===== config.mk =====
export PLATFORM = sky130hd
export DESIGN_NAME = rst_seq_sync
export DESIGN_NICKNAME = d
export VERILOG_FILES = /design/src/rtl/rst_pkg.sv /design/src/rtl/rst_sync_chain.sv /design/src/rtl/rst_seq_sync.sv
export SDC_FILE = /design/constraint.sdc
export NUM_CORES = 1
export LEC_CHECK = 0
export CAP_MARGIN = 5
export CELL_PAD_IN_SITES_DETAIL_PLACEMENT = 1
export CELL_PAD_IN_SITES_GLOBAL_PLACEMENT = 1
export CORE_UTILIZATION = 35
export CTS_CLUSTER_SIZE = 24
export DETAILED_ROUTE_END_ITERATION = 6
export PLACE_DENSITY_LB_ADDON = 0.1
export SLEW_MARGIN = 20
export SYNTH_ARGS = -nofsm -noshare
export SYNTH_HDL_FRONTEND = slang
export SYNTH_HIERARCHICAL = 1
export SYNTH_SLANG_ARGS = --single-unit

===== constraint.sdc =====
create_clock -name clk -period 1.5 [get_ports clk]
set_clock_uncertainty 0.05 [all_clocks]
set_input_delay 0.15 -clock clk [delete_from_list [all_inputs] [get_ports clk]]
set_output_delay 0.15 -clock clk [all_outputs]
set_load 0.005 [all_outputs]

===== src/rtl/rst_pkg.sv =====
// Shared types and sizing helpers for the reset synchroniser/sequencer.
// Latency: n/a (package only).
// Backpressure: n/a.
package rst_pkg;

  // Sequencer states, 2-bit binary encoded.
  typedef enum logic [1:0] {
    IDLE = 2'd0,
    HOLD = 2'd1,
    REL  = 2'd2,
    RUN  = 2'd3
  } state_t;

  // Width of the shared hold/gap counter. Clamped to 1 so that
  // HOLD_CYC = GAP_CYC = 1 still yields a legal vector.
  function automatic int cnt_width(input int hold_cyc, input int gap_cyc);
    int m;
    int w;
    m = (hold_cyc > gap_cyc) ? hold_cyc : gap_cyc;
    w = $clog2(m);
    return (w < 1) ? 1 : w;
  endfunction

  // Width of the channel index, never below 1.
  function automatic int idx_width(input int num_ch);
    int w;
    w = $clog2(num_ch);
    return (w < 1) ? 1 : w;
  endfunction

endpackage


===== src/rtl/rst_sync_chain.sv =====
// Synchronises deassertion of an async active-high reset into clk.
// Latency: sync_ok rises SYNC_STAGES edges after rst_async falls; asserts asynchronously.
// Backpressure: none.
module rst_sync_chain #(
  parameter int SYNC_STAGES = 2
) (
  input  logic clk,
  input  logic rst_async,
  output logic sync_ok
);

  (* async_reg = "true" *) logic [SYNC_STAGES-1:0] chain_q;

  // Shift ones in after release; any assertion clears the chain at once.
  always_ff @(posedge clk or posedge rst_async) begin
    if (rst_async) begin
      chain_q <= '0;
    end else begin
      chain_q <= {chain_q[SYNC_STAGES-2:0], 1'b1};
    end
  end

  assign sync_ok = chain_q[SYNC_STAGES-1];

endmodule


===== src/rtl/rst_seq_sync.sv =====
// Reset synchroniser plus ordered per-channel reset release sequencer.
// Latency: rst_out[k] falls SYNC_STAGES+1+HOLD_CYC+k*GAP_CYC edges after rst_async release.
// Backpressure: none; sw_rst_req is a single-cycle pulse honoured outside IDLE.
module rst_seq_sync
  import rst_pkg::*;
#(
  parameter int SYNC_STAGES = 2,
  parameter int NUM_CH      = 4,
  parameter int HOLD_CYC    = 16,
  parameter int GAP_CYC     = 4
) (
  input  logic              clk,
  input  logic              rst_async,
  input  logic              sw_rst_req,
  output logic [NUM_CH-1:0] rst_out,
  output logic              all_released,
  output logic              busy
);

  localparam int CW = cnt_width(HOLD_CYC, GAP_CYC);
  localparam int IW = idx_width(NUM_CH);
  localparam logic [CW-1:0] HOLD_LAST = CW'(HOLD_CYC - 1);
  localparam logic [CW-1:0] GAP_LAST  = CW'(GAP_CYC - 1);

  logic              sync_ok;
  state_t            state_q, state_d;
  logic [CW-1:0]     cnt_q, cnt_d;
  logic [IW-1:0]     idx_q, idx_d;
  logic [NUM_CH-1:0] rst_out_q, rst_out_d;
  logic              all_rel_q, all_rel_d;
  logic              busy_q, busy_d;

  rst_sync_chain #(
    .SYNC_STAGES(SYNC_STAGES)
  ) u_sync (
    .clk      (clk),
    .rst_async(rst_async),
    .sync_ok  (sync_ok)
  );

  // Next-state, counter, index and output-vector logic for the sequencer.
  always_comb begin
    state_d   = state_q;
    cnt_d     = cnt_q;
    idx_d     = idx_q;
    rst_out_d = rst_out_q;
    case (state_q)
      IDLE: begin
        // Software requests are deliberately ignored until the chain releases.
        if (sync_ok) begin
          state_d = HOLD;
          cnt_d   = '0;
        end
      end
      HOLD: begin
        if (sw_rst_req) begin
          rst_out_d = '1;
          cnt_d     = '0;
        end else if (cnt_q == HOLD_LAST) begin
          rst_out_d[0] = 1'b0;
          cnt_d        = '0;
          idx_d        = '0;
          state_d      = (NUM_CH == 1) ? RUN : REL;
        end else begin
          cnt_d = cnt_q + 1'b1;
        end
      end
      REL: begin
        if (sw_rst_req) begin
          rst_out_d = '1;
          cnt_d     = '0;
          state_d   = HOLD;
        end else if (cnt_q == GAP_LAST) begin
          // Release the channel after the last one released (idx).
          for (int k = 1; k < NUM_CH; k++) begin
            if (k == int'(idx_q) + 1) rst_out_d[k] = 1'b0;
          end
          idx_d = idx_q + 1'b1;
          cnt_d = '0;
          if (int'(idx_q) + 1 >= NUM_CH - 1) state_d = RUN;
        end else begin
          cnt_d = cnt_q + 1'b1;
        end
      end
      RUN: begin
        if (sw_rst_req) begin
          rst_out_d = '1;
          cnt_d     = '0;
          state_d   = HOLD;
        end
      end
      default: begin
        state_d = IDLE;
      end
    endcase
    // Status flags are registered from the next state so they track rst_out exactly.
    all_rel_d = (rst_out_d == '0);
    busy_d    = (state_d != RUN);
  end

  // State and output registers; async assertion forces everything back to reset.
  always_ff @(posedge clk or posedge rst_async) begin
    if (rst_async) begin
      state_q   <= IDLE;
      cnt_q     <= '0;
      idx_q     <= '0;
      rst_out_q <= '1;
      all_rel_q <= 1'b0;
      busy_q    <= 1'b1;
    end else begin
      state_q   <= state_d;
      cnt_q     <= cnt_d;
      idx_q     <= idx_d;
      rst_out_q <= rst_out_d;
      all_rel_q <= all_rel_d;
      busy_q    <= busy_d;
    end
  end

  assign rst_out      = rst_out_q;
  assign all_released = all_rel_q;
  assign busy         = busy_q;

endmodule


# Yosys cells after proc, flatten, opt, wreduce, memory -nomap -nowiden

Index checks and enable logic that the tools add are counted.

$add $sub $neg: 3
$mul: 0
Divide/modulo/power cells: 0
$lt $le $gt $ge: 1
Eq/ne operators: 15
Shift operators: 0
Muxes and demuxes: 31
Bitwise gates (word level): 0
Reduce and logical (&&, ||, !) cells: 5

Operator list:

| operator                                                               | count |
|---|---|
| 3-bit by 32-bit == test with 1-bit output (first input constant)       | 2 |
| 2-bit by 32-bit == test with 1-bit output (first input constant)       | 1 |
| 4-bit 2-to-1 mux                                                       | 7 |
| 2-bit 2-to-1 mux                                                       | 11 |
| 4-bit one-hot mux with 4 select lines                                  | 1 |
| 2-bit != test (second input constant)                                  | 6 |
| 4-bit one-hot mux with 3 select lines                                  | 1 |
| 3-bit 2-to-1 mux                                                       | 3 |
| 2-bit one-hot mux with 4 select lines                                  | 1 |
| 1-bit 2-to-1 mux                                                       | 6 |
| 5-bit AND reduction                                                    | 1 |
| 4-bit by 1-bit adder with 4-bit output (second input constant)         | 1 |
| 2-bit == test (second input constant)                                  | 2 |
| 4-bit by 2-bit == test with 1-bit output (second input constant)       | 1 |
| 4-bit == test (second input constant)                                  | 1 |
| 4-bit logical NOT                                                      | 1 |
| 2-bit one-hot mux with 2 select lines                                  | 1 |
| 2-bit by 1-bit adder with 3-bit output (second input constant)         | 1 |
| 3-bit by 2-bit >= comparator with 1-bit output (second input constant) | 1 |
| 2-bit by 1-bit adder with 2-bit output (second input constant)         | 1 |
| 2-bit by 1-bit == test with 1-bit output (second input constant)       | 1 |
| 2-bit logical NOT                                                      | 1 |
| 2-bit by 1-bit != test with 1-bit output (second input constant)       | 1 |
| 2-bit AND reduction                                                    | 1 |
| 2-bit nonzero test                                                     | 1 |

Register bits: 16
Bits in latches: 0
Memory bits (writable): 0
ROM bits: 0
Input bits: 3
Output and inout port bits: 6
Logic and storage cells: 62
Memories: 0

# Longest topological paths before layout

Gate-level depths: netlist (run 1).

Word-level depth: 7
Depth in mapped cells: 7
Depth with buffers taken out: 6

# Hierarchy

Netlist (run 1), hierarchy kept.

By module, submodules not included:

| module         | times used | cells an instance | area each (um^2) | sequential area each (um^2) |
|---|---|---|---|---|
| rst_seq_sync   | 1          | 102               | 949.7            | 356.6 |
| rst_sync_chain | 1          | 4                 | 57.6             | 50.0 |

# Least setup slack after synthesis (run 1)

No wires, ideal clock.

Path type: reg2reg
Start: reg cnt_q[0]
End: reg all_rel_q (netlist: all_released)
Setup time: 96 ps
Arrival: 1530 ps
Required time: 1354 ps
Slack: -176 ps
Stages on the path, launching flop included: 6
Path buffers: 0
Clock period less this slack: 1676 ps
Cell sequence: dfrtp_1 -> ha_1 -> or4b_4 -> o21ai_2 -> a21oi_1 -> nor4_2

Word-level cells in the longest chain between the ends: 5
Elaborated cells on any way between the ends: 8
Those cells by class: 2 x eq/ne; 5 x mux; 1 x reduce/logical

Ends and longest elaborated chain:

| what                                     | RTL line            | RTL |
|---|---|---|
| from (decl)                              | rst_seq_sync.sv:27  | `logic [CW-1:0] cnt_q, cnt_d;` |
| from (signal assigned)                   | rst_seq_sync.sv:112 | `cnt_q <= cnt_d;` |
| 4-bit by 2-bit == test with 1-bit output | rst_seq_sync.sv:73  | `end else if (cnt_q == GAP_LAST) begin` |
| 3-bit 2-to-1 mux                         | rst_seq_sync.sv:73  |  |
| 3-bit 2-to-1 mux                         | rst_seq_sync.sv:69  | `if (sw_rst_req) begin` |
| 4-bit one-hot mux with 3 select lines    | rst_seq_sync.sv:47  | `case (state_q)` |
| via rst_out_d[2]                         | rst_seq_sync.sv:29  | `logic [NUM_CH-1:0] rst_out_q, rst_out_d;` |
| 4-bit logical NOT                        | rst_seq_sync.sv:97  | `all_rel_d = (rst_out_d == '0);` |
| via all_rel_d                            | rst_seq_sync.sv:30  | `logic all_rel_q, all_rel_d;` |
| to (signal assigned)                     | rst_seq_sync.sv:115 | `all_rel_q <= all_rel_d;` |
| to (decl)                                | rst_seq_sync.sv:30  |  |

The timed path passes the listed nets, and every way through them passes these cells.
A chain may end at the register's enable or synchronous reset.

# Worst setup path in the final report (run 1)

Start: reg cnt_q[1]
End: reg all_rel_q (netlist: all_released)

Same word-level chain as after synthesis.

==> metrics.txt, run 1 <==
routed len/inst=between 15 and 20 um; HP Class=reg -> reg; post-synthesis cell type count=36; count of TritonRoute iterations in the first routing pass=4; final number of setup-violating endpoints=13; worst skew pair latency=around 310 ps; uppermost layer routed=met4; share of total power in combinational logic=about two thirds; global-route congestion overflow total=0; share of layout cells above drive strength 1=between 50% and 60%; final max-slew violation count=0; R2R Path Start=cnt_q[1]; number of maximum-capacitance violations=0; number of levels in the clock H-tree=1; Synth Register Bits=16; Core ar.=between 2000 and 3000 um^2; worst path bufs/invs=0; maximum clock insertion buffer count=2; Die X-Extent=about 56 um; sum of negative setup slack=-1259 ps; total via count in the routed design=977; sw power=between 1 and 1.5 mW; placed insts=approximately 170; starting utilization of the core area=36.84%; Static Leak=about 0.72 nW; wire length reported by the detailed router=roughly 3200 um; clock tree from TritonCTS=done; post-synthesis async set-or-reset flop share=between 90% and 100%; final HPWL from detailed placement=2056 um; sort of element at the end of the critical path=flip-flop; design internal power=approximately 1.8 mW; Worst Path Class, Setup=reg -> reg; synthesis-to-finish area growth=65.59%; average vias per placed instance=between 5 and 6; wire length of the first global-routing pass=4878 um; DR WL met3=62 um; remaining routing DRC violations=0; global routing usage summed across all routing layers=between 20% and 30%; stage delay of the slowest cell on the critical path=around 500 ps; sequential cell fraction of total power=between 20% and 30%; register area share after synthesis=approximately two fifths; count of warnings emitted by yosys=6; share of total power in the clock network=8.8%; largest net degree at the start of global routing=15; total number of clock tree sinks=16; number of buffers created by CTS=3; number of top-level pins=9; synthesized netlist cell count=approximately 110; routed length on met2=roughly 1700 um; Critical Path RT=1670 ps; Slowest cell on crit path=sky130_fd_sc_hd__or4b_4; outcome=finished with violations; power per standard cell area=approximately 1800 nW/um^2; combined area of all synthesized cells=approximately 1000 um^2; final antenna-violating net count=0; Chip Height=between 50 and 60 um; post-layout net count=167; category of the worst setup path launch point=flip-flop; most common cell after layout, fill and taps aside=sky130_fd_sc_hd__buf_4; Hold Violations, Final=0; buffers added on ports=8; area enclosed by the die boundary=3096 um^2; FF+latch area=a little over 400 um^2; Cell Chain, Critical Path=ha_4 -> or4b_4 -> o21ai_4 -> a21oi_2 -> nor4_2; Min-Delay Path Depth=0; Final Hold Slack=~320 ps; standard-cell row count=19; Hold Path Origin=u_sync/chain_q[0]; synthesized area per cell=approximately 9.5 um^2; filler cell count in the final layout=approximately 310; most frequent cells in the layout=30 x sky130_fd_sc_hd__buf_4, 10 x sky130_fd_sc_hd__dfrtp_1, 8 x sky130_fd_sc_hd__inv_1, 8 x sky130_fd_sc_hd__buf_6; CTS Root Buffer Type=sky130_fd_sc_hd__clkbuf_4; setup repair after global routing missed its margin=yes; number of antenna violations at the first check in global routing=0; Antenna Cells=0; Achievable Freq=a little under 0.6 GHz; portion of the clock cycle consumed by the worst path in the final layout=115.2%; Peak VDD IR=1189 uV; worst r2r path cells=5; Setup Slack @ Placement=-336.3 ps; family with the most delay on the worst path=simple AND/OR/NAND/NOR gates; violated checks=setup timing; Post-Route M1 WL=1375 um; clock slew at reported path FFs=approximately 110 ps; Primary FF master, synth=sky130_fd_sc_hd__dfrtp_1; global placement routability congestion=between 0.7 and 0.8; Mapped Nets=~120; switching part of the total=between 40 and 50%; Worst Path Arrival=around 1900 ps; number of standard cells in the final layout excluding fillers=184; area of combinational cells with multiple inputs=roughly 750 um^2; CP max FO=3; Critical Path Stages=5; number of violations reported at the end of detailed-routing iteration 0=32; final worst path period need=~1700 ps; number of global-route vias before repair=1059; number of flops mapped to enable cells by yosys=0; min setup slack post-route=-227.3 ps; Worst setup startpoint=cnt_q[1]
through the flow:
stage / total power [mW] / instance area, um^2 / utilization, %
CTS: 2.516 / 1488 / 54.42
detailed placement: 2.112 / 1355 / 49.57
global placement: 2.072 / 1355 / 49.57
floorplan: 1.373 / 1037 / -
global route: 3.233 / 1668 / 61.01
finish: 3.040 / 1668 / 61.01
sequential cells by signal (all words and copies together) (netlist names):
| register | count |
|---|---|
| cnt_q | 4 |
| rst_out | 4 |
| busy | 1 |
| u_sync/chain_q | 2 |
| idx_q | 2 |
| state_q | 2 |
| all_released | 1 |
cell usage after synthesis (2+ instances only):
cell / number / area share, %
sky130_fd_sc_hd__o21ai_0: 8 / 4.0
sky130_fd_sc_hd__dfstp_2: 5 / 13
sky130_fd_sc_hd__nand3_1: 3 / 1.5
sky130_fd_sc_hd__a21boi_0: 2 / 1.5
sky130_fd_sc_hd__buf_4: 3 / 2.2
sky130_fd_sc_hd__a21oi_1: 3 / 1.5
sky130_fd_sc_hd__o21ai_1: 2 / 0.99
sky130_fd_sc_hd__ha_1: 10 / 12
sky130_fd_sc_hd__nand4b_1: 2 / 1.7
sky130_fd_sc_hd__nor2b_1: 4 / 2.5
sky130_fd_sc_hd__nor3_1: 3 / 1.5
sky130_fd_sc_hd__nand2b_1: 2 / 1.2
sky130_fd_sc_hd__dfrtp_1: 11 / 27
sky130_fd_sc_hd__a31oi_1: 3 / 1.9
sky130_fd_sc_hd__nand2_1: 4 / 1.5
sky130_fd_sc_hd__inv_1: 11 / 4.1
sky130_fd_sc_hd__nor2_1: 9 / 3.4
sky130_fd_sc_hd__nand4_1: 3 / 1.9
power groups by stage:
stage / logic (mW) / registers, mW / clock network, mW
CTS: 1.59 / 0.672 / 0.253
floorplan: 0.676 / 0.697 / 0
global placement: 1.39 / 0.686 / 0
detailed placement: 1.41 / 0.701 / 0
finish: 2.08 / 0.695 / 0.267
global route: 2.23 / 0.715 / 0.286
path summary, 6_finish.rpt:
check / endpoint / slack [ps]
min: u_sync/chain_q[1] / 320
min in group asynchronous: u_sync/chain_q[0] / 540
max in group asynchronous: rst_out[3] / 450
max: all_released / -230
min reg2reg: u_sync/chain_q[1] / 320
max reg2reg: all_released / -230
logic make-up after synthesis:
family | after synthesis | share of synthesized area (%)
AO/OA/AOI/OAI | 27 | 17.52
adder cells (fa/ha/maj) | 10 | 12.42
buffers and inverters | 15 | 7.453
flip-flops | 16 | 40.37
other | 1 | 0.3723
AND/OR/NAND/NOR | 37 | 21.86
routing by layer:
metal,up-vias,GRT usage [%]
met2,14,35.97
met4,0,8.929
met1,487,26.00
li1,467,-
met5,-,0
met3,9,2.326
repair_timing:
item,CTS,global route
setup buffers,8,2
hold buffers,1,0
gates resized for setup,24,39
endpoints found under the hold margin,2,0
pin swaps,4,20
setup endpoints to repair,19,14
final cells by class:
type | count | area share (%)
multi-input cells | 75 | 45.09
flip-flops and latches | 16 | 24.46
repair buffers | 47 | 23.93
inverters | 11 | 2.626
well taps | 31 | 2.326
clock buffers | 4 | 1.575
Power figures use the tool's default switching activity.
==> run 2, diff against run 1 <==
- CTS_CLUSTER_DIAMETER: not set -> 60
- clock period: 1.5 -> 2.06 ns (I/O delays scaled with it)
==> run 2 against run 1 <==
The run now ends clean. Die area unchanged. Total power decreased by 54%. Critical endpoint is now cnt_q[0]. Wire length fell by 26%. Worst hold slack worse by 260 ps.
==> metrics.txt, run 2 (same netlist as run 1, synthesis figures left out) <==
outcome=complete, no violations; sequential cell fraction of total power=36.7%; area of combinational cells with multiple inputs=roughly 540 um^2; portion of the clock cycle consumed by the worst path in the final layout=between 90 and 100%; buffers inserted during post-CTS setup optimization=0; CP max FO=9; worst path bufs/invs=2; sort of element at the end of the critical path=flip-flop; average vias per placed instance=around 5.5; count of TritonRoute iterations in the first routing pass=3; family with the most delay on the worst path=flip-flops; most frequent cells in the layout=11 x sky130_fd_sc_hd__inv_1, 10 x sky130_fd_sc_hd__ha_1, 10 x sky130_fd_sc_hd__dfrtp_1; Critical Path RT=approximately 2200 ps; Die X-Extent=55.65 um; stage delay of the slowest cell on the critical path=about 460 ps; final max-slew violation count=0; number of top-level pins=9; total power of the final layout=1.398 mW; clock slew at reported path FFs=100 ps; clock tree from TritonCTS=done; most common cell after layout, fill and taps aside=sky130_fd_sc_hd__inv_1; final number of setup-violating endpoints=0; setup repair after global routing missed its margin=no; Peak VDD IR=about 550 uV; Worst Path Arrival=2030 ps; HP Class=in -> async; buffers added on ports=8; synthesis-to-finish area growth=14.41%; worst skew pair latency=290 ps; maximum clock insertion buffer count=2; number of levels in the clock H-tree=1; filler cell count in the final layout=between 300 and 400; sw power=roughly 0.57 mW; final HPWL from detailed placement=1758 um; min setup slack post-route=200.4 ps; post-layout net count=between 100 and 150; total via count in the routed design=between 800 and 900; category of the worst setup path launch point=flip-flop; worst slew margin relative to its limit=between 50 and 60%; largest net degree at the start of global routing=15; Cell Chain, Critical Path=inv_1 -> ha_1 -> nor2_1 -> a2111oi_1 -> buf_4 -> nand2_1 -> o21ai_1; Critical Path Stages=7; routed len/inst=around 16 um; number of violations reported at the end of detailed-routing iteration 0=9; design internal power=around 0.83 mW; standard-cell row count=19; wire length reported by the detailed router=roughly 2300 um; global routing usage summed across all routing layers=around 17%; Setup Slack @ Placement=around 68 ps; number of global-route vias before repair=approximately 840; switching part of the total=roughly two fifths; sum of negative setup slack=0 ps; final antenna-violating net count=0; Static Leak=0.4945 nW; Achievable Freq=roughly 0.54 GHz; power per standard cell area=approximately 1200 nW/um^2; CTS Root Buffer Type=sky130_fd_sc_hd__clkbuf_4; global-route congestion overflow total=0; remaining routing DRC violations=0; final worst path period need=1860 ps; share of total power in combinational logic=roughly half; number of gates given a new drive strength after cts=0; total number of clock tree sinks=16; FF+latch area=407.9 um^2; Post-CTS Hold Fix Bufs=0; starting utilization of the core area=36.84%; Hold Violations, Final=0; pin slew with the least headroom to its limit=~610 ps; number of maximum-capacitance violations=0; wire length of the first global-routing pass=between 4000 and 5000 um; share of layout cells above drive strength 1=17.09%; share of total power in the clock network=about 13%; Antenna Cells=0; Worst Path Class, Setup=reg -> reg; area enclosed by the die boundary=~3100 um^2; worst r2r path cells=7; global placement routability congestion=0.7187; number of antenna violations at the first check in global routing=0; Core ar.=between 2000 and 3000 um^2; Chip Height=between 50 and 60 um; number of buffers created by CTS=3; Slowest cell on crit path=sky130_fd_sc_hd__dfrtp_1
## run 2: layout make-up
| cell class | count | area share (%) |
|---|---|---|
| clock buffer | 4 | 2.280 |
| inverter | 11 | 3.583 |
| multi-input combinational | 75 | 46.47 |
| sequential | 16 | 35.40 |
| tap | 31 | 3.366 |
| timing repair buffer | 11 | 8.903 |
## run 2: path summary, 6_finish.rpt
kind / from / to / slack [ps]
min reg2reg: u_sync/chain_q[0] / u_sync/chain_q[1] / 320
max: state_q[1] / cnt_q[0] / 200
min in group clk: u_sync/chain_q[0] / u_sync/chain_q[1] / 320
max in group asynchronous: rst_async / state_q[0] / 1240
max reg2reg: state_q[1] / cnt_q[0] / 200
min: rst_async / u_sync/chain_q[0] / 70
## run 2: worst reg2reg max path: stages, from the launching register on
cell                        delay (ps)
sky130_fd_sc_hd__dfrtp_1           460
sky130_fd_sc_hd__inv_1             140
sky130_fd_sc_hd__ha_1              380
sky130_fd_sc_hd__nor2_1            120
sky130_fd_sc_hd__a2111oi_1         280
sky130_fd_sc_hd__buf_4             190
sky130_fd_sc_hd__nand2_1            50
sky130_fd_sc_hd__o21ai_1           120
## run 2: power by group through the flow
stage | sequential (mW) | combinational (mW) | clock, mW
2_1_floorplan | 0.503 | 0.458 | 0
3_3_place_gp | 0.515 | 0.683 | 0
3_5_place_dp | 0.520 | 0.696 | 0
4_1_cts | 0.514 | 0.699 | 0.192
5_1_grt | 0.525 | 0.802 | 0.207
6_report | 0.513 | 0.704 | 0.180
## run 2: metrics by stage
stage	std cells	hold WS, ps	util [%]	instance area (um^2)
after floorplan	106	-102.8	-	1007
final	148	66.78	42.15	1152
after global routing	148	80.12	42.15	1152
after CTS	148	60.03	41.74	1141
after detailed placement	144	292.5	40.78	1115
after global placement	144	289.8	40.78	1115
## run 2: layer usage
layer | part of all wire [%] | GRT usage, % | wire (um)
met5 | 0 | 0 | 0
met4 | 1.4 | 7.500 | 32
met1 | 50 | 24.15 | 1169
met3 | 2.0 | 2.093 | 46
met2 | 47 | 27.02 | 1097
==> variant (config.mk and constraints of run 1) <==
Make the reset (`rst_async`) synchronous in 2 clocked blocks. Comments in the files are not updated.
--- a/src/rtl/rst_sync_chain.sv
+++ b/src/rtl/rst_sync_chain.sv
@@ -12,7 +12,7 @@
   (* async_reg = "true" *) logic [SYNC_STAGES-1:0] chain_q;
 
   // Shift ones in after release; any assertion clears the chain at once.
-  always_ff @(posedge clk or posedge rst_async) begin
+  always_ff @(posedge clk) begin
     if (rst_async) begin
       chain_q <= '0;
     end else begin
--- a/src/rtl/rst_seq_sync.sv
+++ b/src/rtl/rst_seq_sync.sv
@@ -99,7 +99,7 @@
   end
 
   // State and output registers; async assertion forces everything back to reset.
-  always_ff @(posedge clk or posedge rst_async) begin
+  always_ff @(posedge clk) begin
     if (rst_async) begin
       state_q   <= IDLE;
       cnt_q     <= '0;
Formal check against the unedited RTL: no difference found for any inputs over 10 cycles, from zero or initial values and one cycle with rst_async high; that may be too few to reach the edited logic, so the function may still have changed.
==> variant against run 1 <==
The run still ends with setup timing left; die area rose by 1.6%; final area fell by 7.3%; first-iteration DRC count fell by 34%; wire length fell by 0.44%; area after synthesis rose by 1.6%; via count rose by 1.7%; setup slack improved by 0.028 ns; sequential cell count did not move.
Power is not compared: it rests on default switching activity, and its combinational part moved more than twofold at a synthesized area within 25%.
==> variant: results (changes against run 1) <==
metric,value,unit,change
run status,finished with violations,,
failing checks,setup timing,,
crit path DAT,1.83,ns,-0.06 ns
Via density,5.49,,+3.4%
"Reg clk slew, reported paths",0.12,ns,
Hold Path Cell Cnt,1,,+1
post-detail-place hpwl,2.13,mm,+3.6%
synth top area cells,"dfxtp_1, ha_1, nor2_1, inv_1, nand4b_1",,
CP Launch Point,state_q[1]$_SDFF_PP0_,,
Detailed Route WL,3.18,mm,-0.44%
Post-synth top flop,dfxtp_1,,
asr flop ratio synth,0,%,-100 points
Final Net Count,164,,-1.8%
Least-Margin Pin Slew,0.352,ns,
Metal-1 WL,1.47,mm,+7.0%
Final setup viols,13,,unchanged
Filler Cell Count,304,,-2.3%
layout cells sized above 1,46.7,%,-6.9 points
worst r2r dst,idx_q[0]$_SDFFE_PP0P_,,
unique cell type count in the Yosys netlist,45,,+25%
crit-path max cell delay,0.47,ns,-0.03 ns
most frequent cells after synthesis,"dfxtp_1, nor2_1, ha_1",,
top sig layer,met4,,
"Cell Area, Placed",1310,µm²,-3.1%
Antenna Cells,0,,unchanged
GR Util met3,4.19,%,+1.9 points
first-pass GRT wire length,5.09,mm,+4.2%
"Seq/Total Area, Yosys",31.3,%,-9.1 points
largest net degree at the start of global routing,13,,-2
GR Util met2,34.4,%,-1.6 points
met1 usage,28.2,%,+2.2 points
Setup Buffers After CTS,4,,-4
length of routed met2 wiring,1.60,mm,-3.2%
gr usage total,20.8,%,+0.064 points
number of global-route vias before repair,1013,,-4.3%
Synth Net Count,129,,+8.4%
Cells after Synth,116,,+9.4%
met3 wire len,61,µm,-1.6%
clock root buffer master,clkbuf_4,,
initial DRC count,21,,-34%
routed vias,994,,+1.7%
Worst Reg-to-Reg Cells,6,,+1
post-CTS sizing,25,,+4.2%
gpl congestion,0.752,,+1.9%
hold_buf cts,0,,-1
Worst Path Max Fanout,4,,+1
worst setup margin,-0.199,ns,+0.0283 ns
## variant: cell families after synthesis
group	after synthesis	share of synthesized area [%]
compound gates	24	17.7
fa+ha+maj	10	12.2
buf+inv	13	6.23
flops	16	31.3
simple gates	53	32.5
## variant: area by class of cell
| type | count | area share (%) |
|---|---|---|
| Timing Repair Buffer | 36 | 20.5 |
| Clock buffer | 4 | 1.70 |
| Multi-Input combinational cell | 87 | 52.0 |
| Tap cell | 31 | 2.51 |
| Inverter | 7 | 2.02 |
| Sequential cell | 16 | 21.3 |
## variant: metrics by stage
step	setup WS [ns]	TNS, ns
2_1_floorplan	-0.0727	-0.358
3_3_place_gp	-0.213	-1.79
3_5_place_dp	-0.221	-1.96
4_1_cts	-0.187	-1.13
5_1_grt	-0.232	-2.25
6_report	-0.199	-1.47
## variant: worst min path at each step
stage | end | start | slack, ns
floorplan | u_sync/chain_q[0]$_DFF_P_ | rst_async | 0.16
global placement | u_sync/chain_q[1]$_SDFF_PP0_ | u_sync/chain_q[0]$_DFF_P_ | 0.37
detailed placement | u_sync/chain_q[1]$_SDFF_PP0_ | u_sync/chain_q[0]$_DFF_P_ | 0.40
CTS | u_sync/chain_q[1]$_SDFF_PP0_ | u_sync/chain_q[0]$_DFF_P_ | 0.41
global route | u_sync/chain_q[1]$_SDFF_PP0_ | u_sync/chain_q[0]$_DFF_P_ | 0.43
finish | u_sync/chain_q[1]$_SDFF_PP0_ | u_sync/chain_q[0]$_DFF_P_ | 0.41
## variant: power by group
part / leakage (nW) / internal [mW] / switching, mW
registers: 0.133 / 0.445 / 0.0222
logic: 0.433 / 0.166 / 0.147
clock network: 0.0150 / 0.104 / 0.157
total: 0.581 / 0.715 / 0.325
